--- config.mk ---
export PLATFORM = sky130hd
export DESIGN_NAME = seq_divider
export DESIGN_NICKNAME = d
export VERILOG_FILES = /design/src/rtl/seq_divider_pkg.sv /design/src/rtl/seq_divider_div_step.sv /design/src/rtl/seq_divider.sv
export SDC_FILE = /design/constraint.sdc
export NUM_CORES = 1
export LEC_CHECK = 0
export ABC_AREA = 1
export BUFFER_PORTS_ARGS = -buffer_cell sky130_fd_sc_hd__buf_2
export CAP_MARGIN = 25
export CORE_ASPECT_RATIO = 0.8
export CORE_MARGIN = 10
export CORE_UTILIZATION = 25
export CTS_CLUSTER_DIAMETER = 150
export CTS_CLUSTER_SIZE = 14
export DETAILED_ROUTE_END_ITERATION = 8
export SLEW_MARGIN = 20
export SYNTH_ARGS = -nofsm -noshare
export SYNTH_HDL_FRONTEND = slang
export SYNTH_SLANG_ARGS = --single-unit
export TNS_END_PERCENT = 30
--- constraint.sdc ---
create_clock -name clk -period 2.65 [get_ports clk]
set_input_delay 0.265 -clock clk [delete_from_list [all_inputs] [get_ports clk]]
set_output_delay 0.265 -clock clk [all_outputs]
set_load 0.02 [all_outputs]
--- src/rtl/seq_divider_pkg.sv ---
// seq_divider_pkg
// Shared definitions for the sequential restoring divider: FSM state
// encodings and the result-select codes latched with a start request.
package seq_divider_pkg;

  // Controller states. Value 2'd3 is unused and recovers to IDLE.
  typedef enum logic [1:0] {
    IDLE = 2'd0,
    RUN  = 2'd1,
    DONE = 2'd2
  } state_e;

  // rem_sel codes: which registered result is driven onto res.
  localparam logic RES_QUO = 1'b0;
  localparam logic RES_REM = 1'b1;

endpackage : seq_divider_pkg

--- src/rtl/seq_divider_div_step.sv ---
// div_step
// One purely combinational restoring-division step.
//   p_i       : current partial remainder (always < divisor_i)
//   msb_i     : dividend bit shifted into the partial remainder
//   divisor_i : denominator
//   p_o       : next partial remainder
//   q_bit_o   : quotient bit produced by this step
module div_step #(
  parameter int unsigned WIDTH = 8
) (
  input  logic [WIDTH-1:0] p_i,
  input  logic             msb_i,
  input  logic [WIDTH-1:0] divisor_i,
  output logic [WIDTH-1:0] p_o,
  output logic             q_bit_o
);

  logic [WIDTH:0]   p_shift_s;
  logic [WIDTH-1:0] diff_s;

  // The shifted remainder needs WIDTH+1 bits for the compare. After a
  // successful subtract the result is below the divisor, so a WIDTH-bit
  // modular difference is already exact.
  assign p_shift_s = {p_i, msb_i};
  assign diff_s    = p_shift_s[WIDTH-1:0] - divisor_i;

  // Restore-or-subtract decision.
  always_comb begin
    p_o     = p_shift_s[WIDTH-1:0];
    q_bit_o = 1'b0;
    if (p_shift_s >= {1'b0, divisor_i}) begin
      p_o     = diff_s;
      q_bit_o = 1'b1;
    end else begin
      p_o     = p_shift_s[WIDTH-1:0];
      q_bit_o = 1'b0;
    end
  end

endmodule : div_step

--- src/rtl/seq_divider.sv ---
// seq_divider
// Iterative unsigned restoring divider, one quotient bit per clock.
// A start taken in IDLE or DONE latches the operands; a zero divisor
// completes at once with quo = all ones, rem = dividend, dz = 1.
// Ports:
//   clk      : rising-edge clock
//   reset_n  : asynchronous active-low reset
//   start    : request, accepted when not busy
//   rem_sel  : 0 = res shows quotient, 1 = res shows remainder
//   dividend : numerator (latched with start)
//   divisor  : denominator (latched with start)
//   res      : selected registered result
//   quo/rem  : registered quotient / remainder of last completion
//   busy     : high while iterating
//   done     : high in the cycle the result becomes valid
//   dz       : divide-by-zero flag of the last completed operation
module seq_divider
  import seq_divider_pkg::*;
#(
  parameter int unsigned WIDTH = 8
) (
  input  logic             clk,
  input  logic             reset_n,
  input  logic             start,
  input  logic             rem_sel,
  input  logic [WIDTH-1:0] dividend,
  input  logic [WIDTH-1:0] divisor,
  output logic [WIDTH-1:0] res,
  output logic [WIDTH-1:0] quo,
  output logic [WIDTH-1:0] rem,
  output logic             busy,
  output logic             done,
  output logic             dz
);

  localparam int unsigned CW = $clog2(WIDTH + 1);

  state_e           state_q, state_d;
  logic [CW-1:0]    cnt_q, cnt_d;
  logic [WIDTH-1:0] d_q, d_d;       // dividend shifting out, quotient shifting in
  logic [WIDTH-1:0] dvsr_q, dvsr_d;
  logic [WIDTH-1:0] p_q, p_d;       // partial remainder
  logic             rem_sel_q, rem_sel_d;
  logic [WIDTH-1:0] quo_q, quo_d;
  logic [WIDTH-1:0] rem_q, rem_d;
  logic             dz_q, dz_d;

  logic [WIDTH-1:0] step_p_s;
  logic             step_q_bit_s;
  logic             accept_s;
  logic             last_step_s;
  logic             busy_s;
  logic             done_s;

  div_step #(
    .WIDTH(WIDTH)
  ) u_step (
    .p_i      (p_q),
    .msb_i    (d_q[WIDTH-1]),
    .divisor_i(dvsr_q),
    .p_o      (step_p_s),
    .q_bit_o  (step_q_bit_s)
  );

  // Start is only honoured outside RUN; in RUN it is dropped, not queued.
  assign accept_s    = start && (state_q != RUN);
  assign last_step_s = (cnt_q == CW'(1));

  // FSM state register.
  always_ff @(posedge clk or negedge reset_n) begin
    if (!reset_n) begin
      state_q <= IDLE;
    end else begin
      state_q <= state_d;
    end
  end

  // FSM next-state logic.
  always_comb begin
    state_d = state_q;
    case (state_q)
      IDLE, DONE: begin
        if (accept_s) begin
          state_d = (divisor == '0) ? DONE : RUN;
        end else begin
          state_d = IDLE;
        end
      end
      RUN: begin
        if (last_step_s) begin
          state_d = DONE;
        end else begin
          state_d = RUN;
        end
      end
      default: state_d = IDLE;
    endcase
  end

  // FSM output decode; these are pure decodes of the state register.
  always_comb begin
    busy_s = 1'b0;
    done_s = 1'b0;
    case (state_q)
      IDLE:    begin busy_s = 1'b0; done_s = 1'b0; end
      RUN:     begin busy_s = 1'b1; done_s = 1'b0; end
      DONE:    begin busy_s = 1'b0; done_s = 1'b1; end
      default: begin busy_s = 1'b0; done_s = 1'b0; end
    endcase
  end

  // Datapath next-state: operand capture, iteration and result write-back.
  always_comb begin
    cnt_d     = cnt_q;
    d_d       = d_q;
    dvsr_d    = dvsr_q;
    p_d       = p_q;
    rem_sel_d = rem_sel_q;
    quo_d     = quo_q;
    rem_d     = rem_q;
    dz_d      = dz_q;
    case (state_q)
      IDLE, DONE: begin
        if (accept_s) begin
          d_d       = dividend;
          dvsr_d    = divisor;
          rem_sel_d = rem_sel;
          p_d       = '0;
          cnt_d     = CW'(WIDTH);
          if (divisor == '0) begin
            quo_d = '1;
            rem_d = dividend;
            dz_d  = 1'b1;
          end else begin
            dz_d  = dz_q;
          end
        end else begin
          cnt_d = cnt_q;
        end
      end
      RUN: begin
        d_d   = {d_q[WIDTH-2:0], step_q_bit_s};
        p_d   = step_p_s;
        cnt_d = cnt_q - CW'(1);
        // The final step's results go straight to the output registers.
        if (last_step_s) begin
          quo_d = {d_q[WIDTH-2:0], step_q_bit_s};
          rem_d = step_p_s;
          dz_d  = 1'b0;
        end else begin
          dz_d  = dz_q;
        end
      end
      default: begin
        cnt_d = '0;
      end
    endcase
  end

  // Datapath and result registers.
  always_ff @(posedge clk or negedge reset_n) begin
    if (!reset_n) begin
      cnt_q     <= '0;
      d_q       <= '0;
      dvsr_q    <= '0;
      p_q       <= '0;
      rem_sel_q <= RES_QUO;
      quo_q     <= '0;
      rem_q     <= '0;
      dz_q      <= 1'b0;
    end else begin
      cnt_q     <= cnt_d;
      d_q       <= d_d;
      dvsr_q    <= dvsr_d;
      p_q       <= p_d;
      rem_sel_q <= rem_sel_d;
      quo_q     <= quo_d;
      rem_q     <= rem_d;
      dz_q      <= dz_d;
    end
  end

  assign quo  = quo_q;
  assign rem  = rem_q;
  assign dz   = dz_q;
  assign res  = (rem_sel_q == RES_REM) ? rem_q : quo_q;
  assign busy = busy_s;
  assign done = done_s;

endmodule : seq_divider
## Word level (Yosys, flattened, before mapping)

Index checks and enable logic that the tools add are counted.

- Bits in registers: 48
- Input bits: 20
- Logic and storage cells: 54

- Add/sub/neg operators: 2
- Order comparisons: 1
- Eq/ne operators: 7
- Muxes and demuxes: 27
- Reductions and logical operators: 8

Operator list:

| operator | count |
|---|---|
| $mux W8 | 10 |
| $pmux W8 S2 | 4 |
| $ge A9 B8 Y1 | 1 |
| $logic_not A8 Y1 | 1 |
| $pmux W4 S2 | 1 |
| $sub A8 B8 Y8 | 1 |
| $mux W1 | 6 |
| $mux W2 | 3 |
| $ne A2 B2 Y1 const B | 3 |
| $eq A4 B1 Y1 const B | 1 |
| $mux W4 | 1 |
| $pmux W2 S2 | 1 |
| $reduce_and A2 Y1 | 2 |
| $reduce_and A4 Y1 | 1 |
| $sub A4 B1 Y4 const B | 1 |
| $eq A2 B1 Y1 const B | 1 |
| $eq A2 B2 Y1 const B | 1 |
| $logic_not A2 Y1 | 1 |
| $ne A2 B1 Y1 const B | 1 |
| $pmux W1 S2 | 1 |
| $reduce_bool A2 Y1 | 1 |
| $reduce_or A2 Y1 | 1 |
| $logic_and A1 B1 Y1 | 1 |

## Longest topological paths before layout

- Word-level depth: 4
- Gate-level depth with buffers: 13
- Depth with buffers taken out: 13

## Modules after synthesis

A second synthesis with hierarchy kept.

- Cell total of the unflattened synthesis: 379
- Area, all modules: 2912.8 um2

Modules (own cells, without submodules):

| module | times used | cells an instance | area each (um2) |
|---|---|---|---|
| seq_divider | 1 | 270 | 2260.9 |
| div_step | 1 | 109 | 651.9 |

## Worst setup path before layout

OpenSTA, ideal clock, no wires.

- Path kind: flip-flop to flip-flop
- Start point: register p_q[3]
- End point: register rem_q[1], in the netlist rem[1]
- Arrival time: 1.578 ns
- Required time: 2.537 ns
- Setup slack: 0.959 ns
- Stages on the path, launching flop included: 12
- Cells stage by stage: dfrtp_1 > ha_1 > nand2_1 > inv_1 > nand2_1 > nand2_1 > nand2_1 > nand4_1 > nand3_1 > nand3_1 > nand2_1 > inv_1

- Word-level cells in the longest chain between the ends: 4

RTL lines:

| what | line | source |
|---|---|---|
| from (decl) | seq_divider.sv:42 | `logic [WIDTH-1:0] p_q, p_d;` |
| from (signal assigned) | seq_divider.sv:175 | `p_q <= p_d;` |
| $ge A9 B8 Y1 | seq_divider_div_step.sv:31 | `if (p_shift_s >= {1'b0, divisor_i}) begin` |
| $mux W8 | seq_divider_div_step.sv:31 |  |
| $mux W8 | seq_divider.sv:146 | `if (last_step_s) begin` |
| $pmux W8 S2 | seq_divider.sv:122 | `case (state_q)` |
| to (signal assigned) | seq_divider.sv:178 | `rem_q <= rem_d;` |
| to (decl) | seq_divider.sv:45 | `logic [WIDTH-1:0] rem_q, rem_d;` |

No other way between the ends. The select of a mux whose other input is x is not followed.
A chain may end at the register's enable or synchronous reset.

## Final worst setup path

- Start point: register state_q[0]
- End point: register rem_q[2], in the netlist rem[2]

- Word-level cells in the longest chain between the ends: 4
- Elaborated cells on any way between the ends: 12
- Classes of those cells: eq/ne: 6; mux: 1; reduce/logical: 5

RTL lines:

| what | line | source |
|---|---|---|
| from (decl) | seq_divider.sv:38 | `state_e state_q, state_d;` |
| from (signal assigned) | seq_divider.sv:74 | `state_q <= state_d;` |
| $eq A2 B2 Y1 (tied with other cells) | seq_divider.sv:122 |  |
| $reduce_or A2 Y1 / $logic_and A1 B1 Y1 (equally long branches) | seq_divider.sv:122, seq_divider.sv:66 |  |
| $ne A2 B2 Y1 (no line) / $reduce_bool A2 Y1 (equally long branches) | -- |  |
| $reduce_and A4 Y1 (no line) | -- |  |

Parallel ways exist; a longest one is shown, timed or not.

==> flow_metrics.py <==
metrics = {
    "outcome": {
        "status": "finished clean",
    },
    "global_route": {
        "gr-total-overflow": 0,
        "grt_max_degree": 31,
        "antenna_found_initial": 0,
        "gr-usage-all-layers": 0.0968,
        "grt_pass1_vias": 2621,
        "grt_pass1_wl_um": 13000,
    },
    "critical_path": {
        "critPathArrivalTime_ns": 2.35,
        "cp_max_fo": 25,
        "worstSetupEndpointType": "register",
        "worstPathRequired_ns": 2.83,
        "r2r_cells": 10,
        "start_kind": "register",
        "worstSetupPathType": "register to register",
    },
    "clock_tree": {
        "ctsHoldBuffers": 0,
        "htreeDepth": 2,
        "cts.sinks": 48,
        "cts_resized": 0,
        "cts_made_buffers": 5,
        "clkLatencyLatePin_ns": 0.29,
        "clk_pin_slew_worst_paths_ns": 0.06,
        "cts_max_path_buffers": 2,
        "cts_tree": "yes",
        "root_buffer": "clkbuf_16",
        "postCtsSetupRepairBufs": 0,
    },
    "power_and_ir_drop": {
        "intPower_uw": 2410,
        "p_clk_frac": 0.123,
        "switching_power_uw": 2420,
        "p_comb_frac": 0.590,
        "p_leak_uw": 0.00177,
        "power_density_mw_per_mm2": 1460,
        "peakVddDrop_mv": 0.596,
        "sw_frac_of_total": 0.501,
        "seq_power_share": 0.287,
    },
    "layout": {
        "num_antenna_cells": 0,
        "drive_above_1_share": 0.167,
        "final_nets": 451,
        "area_growth_pct": 18.4,
        "instances_no_fill": 564,
    },
    "detailed_routing": {
        "drc_errors": 0,
        "wl_per_cell_um": 13.2,
        "drtAntennaViolNets": 0,
        "vias": 2545,
        "vias_per_cell": 4.51,
        "drtIter0Drc": 226,
        "drt_pre_antenna_iters": 4,
        "wl_um": 7430,
    },
    "logic_synthesis": {
        "synth_seq_cells": 48,
        "synth_common_cells": "80 x nand2_1, 71 x inv_1, 48 x dfrtp_1, 46 x o21ai_0, 33 x nand3_1",
        "yosysMostFrequentCell": "nand2_1",
        "ys.flop_type": "dfrtp_1",
        "synth_area_leaders": "dfrtp_1 43%, nand2_1 11%, inv_1 9.5%",
        "avgSynthCellArea_um2": 7.49,
        "synthDistinctLibCells": 30,
        "syn-num-nets": 405,
        "syn-cell-area_mm2": 0.00280,
        "synth_warnings": 0,
        "yosysTopAreaCell": "dfrtp_1",
        "synth_top_area_share": 0.429,
        "synthCells": 374,
        "ys_seq_area_frac": 0.429,
        "synth_edf_count": 0,
        "ys_async_sr_fraction": 1.00,
    },
    "hold_path": {
        "hp-class": "primary input to asynchronous set/reset pin",
    },
    "sta": {
        "finalSetupTns_ns": 0,
        "min_period_ns": 2.18,
        "max_freq_mhz": 460,
        "rsz0062_at_grt": "no",
        "period_share": 0.821,
        "final_hold_viol_count": 0,
        "maxSlewViolCount": 0,
        "worst_slack_ns": 0.475,
        "finClkSkew_ns": 0.00706,
        "maxSlewHeadroom": 0.538,
        "worst_pin_slew_ns": 0.693,
        "setup_violations": 0,
    },
    "floorplan": {
        "core-area_mm2": 0.0109,
        "initial_core_util": 0.256,
        "die_x_um": 138,
        "num_io_pins": 47,
        "die_y_um": 115,
        "die_area_mm2": 0.0159,
        "rows": 34,
    },
    "placed_design": {
        "io_buffers": 46,
        "placed_cells": 557,
        "dp_hpwl_um": 5920,
        "place.gp.congestion": 0.876,
        "place_ws_ns": 0.489,
    },
    "run": {
        "drv_cap": 0,
    },
}
-- metal layers --
layer	GRT usage	share of wire
met3	0.0240	0.060
met1	0.140	0.53
met4	0.0210	0.0091
met5	0	0
met2	0.141	0.40
-- through the flow --
step	hold slack, ns	instance area [um2]	util	power [uW]
after floorplan	-0.0306	2800	-	3460
after global placement	0.343	3180	0.291	4240
after detailed placement	0.347	3180	0.291	4260
after CTS	0.0411	3320	0.304	4880
after global routing	0.0655	3320	0.304	5380
final	0.0133	3320	0.304	4840
-- area by class of cell --
| cell class | instances | area (um2) |
|---|---|---|
| clock buffer | 6 | 129 |
| clock inverter | 1 | 5.00 |
| fill | 1140 | 7610 |
| inverter | 74 | 278 |
| multi-input combinational | 242 | 1270 |
| sequential | 48 | 1200 |
| tap | 144 | 180 |
| timing repair buffer | 49 | 253 |
-- critical path, stage by stage (launching register included) --
cell,delay (ns)
dfrtp_1,0.38
inv_2,0.10
nor2_8,0.30
nor2_4,0.07
nand2_4,0.18
nand2_4,0.16
nand3_2,0.23
inv_2,0.20
or2_2,0.32
nand2_1,0.07
inv_1,0.04
-- kinds of logic after synthesis --
family / share of synthesized area
fa+ha+maj: 0.0518
buf+inv: 0.117
mux: 0.00402
compound gates: 0.114
flops: 0.429
simple gates: 0.272
xor+xnor: 0.0125
-- sequential cells by signal, summed over array words and instances (netlist names) --
signal,cells
quo,8
rem_sel_q,1
dvsr_q,8
d_q,8
p_q,8
state_q,2
rem,8
dz,1
cnt_q,4
-- cell usage in the layout, fill, tap and decap left out, types with 2 or more instances in the layout --
master,instances
a21oi_1,6
a31oi_1,2
buf_2,46
buf_4,3
clkbuf_16,5
dfrtp_1,48
ha_1,10
inv_1,71
inv_2,3
nand2_1,80
nand2_4,2
nand3_1,33
nand4_1,12
nor2_1,25
o211ai_1,2
o21ai_0,46
o22ai_1,2
o31ai_1,2
or2_1,3
or2_2,6
xnor2_1,4
-- power by group through the flow --
| stage | logic (uW) | clock network (uW) | registers (uW) |
|---|---|---|---|
| after floorplan | 2000 | 0 | 1460 |
| after global placement | 2850 | 0 | 1390 |
| after detailed placement | 2870 | 0 | 1400 |
| after CTS | 2880 | 609 | 1390 |
| after global routing | 3290 | 643 | 1450 |
| final | 2850 | 597 | 1390 |
-- worst paths after layout --
| check | from | endpoint | slack, ns |
|---|---|---|---|
| worst min-delay path | reset_n | dvsr_q[0] | 0.01 |
| min in group clk | rem_sel | rem_sel_q | 0.21 |
| worst max register to register | state_q[0] | rem[2] | 0.47 |
| worst max-delay path | state_q[0] | rem[2] | 0.47 |
| max in group asynchronous | reset_n | rem[4] | 1.99 |
| worst min register to register | dvsr_q[4] | dvsr_q[4] | 0.50 |
Power figures use the tool's default switching activity.
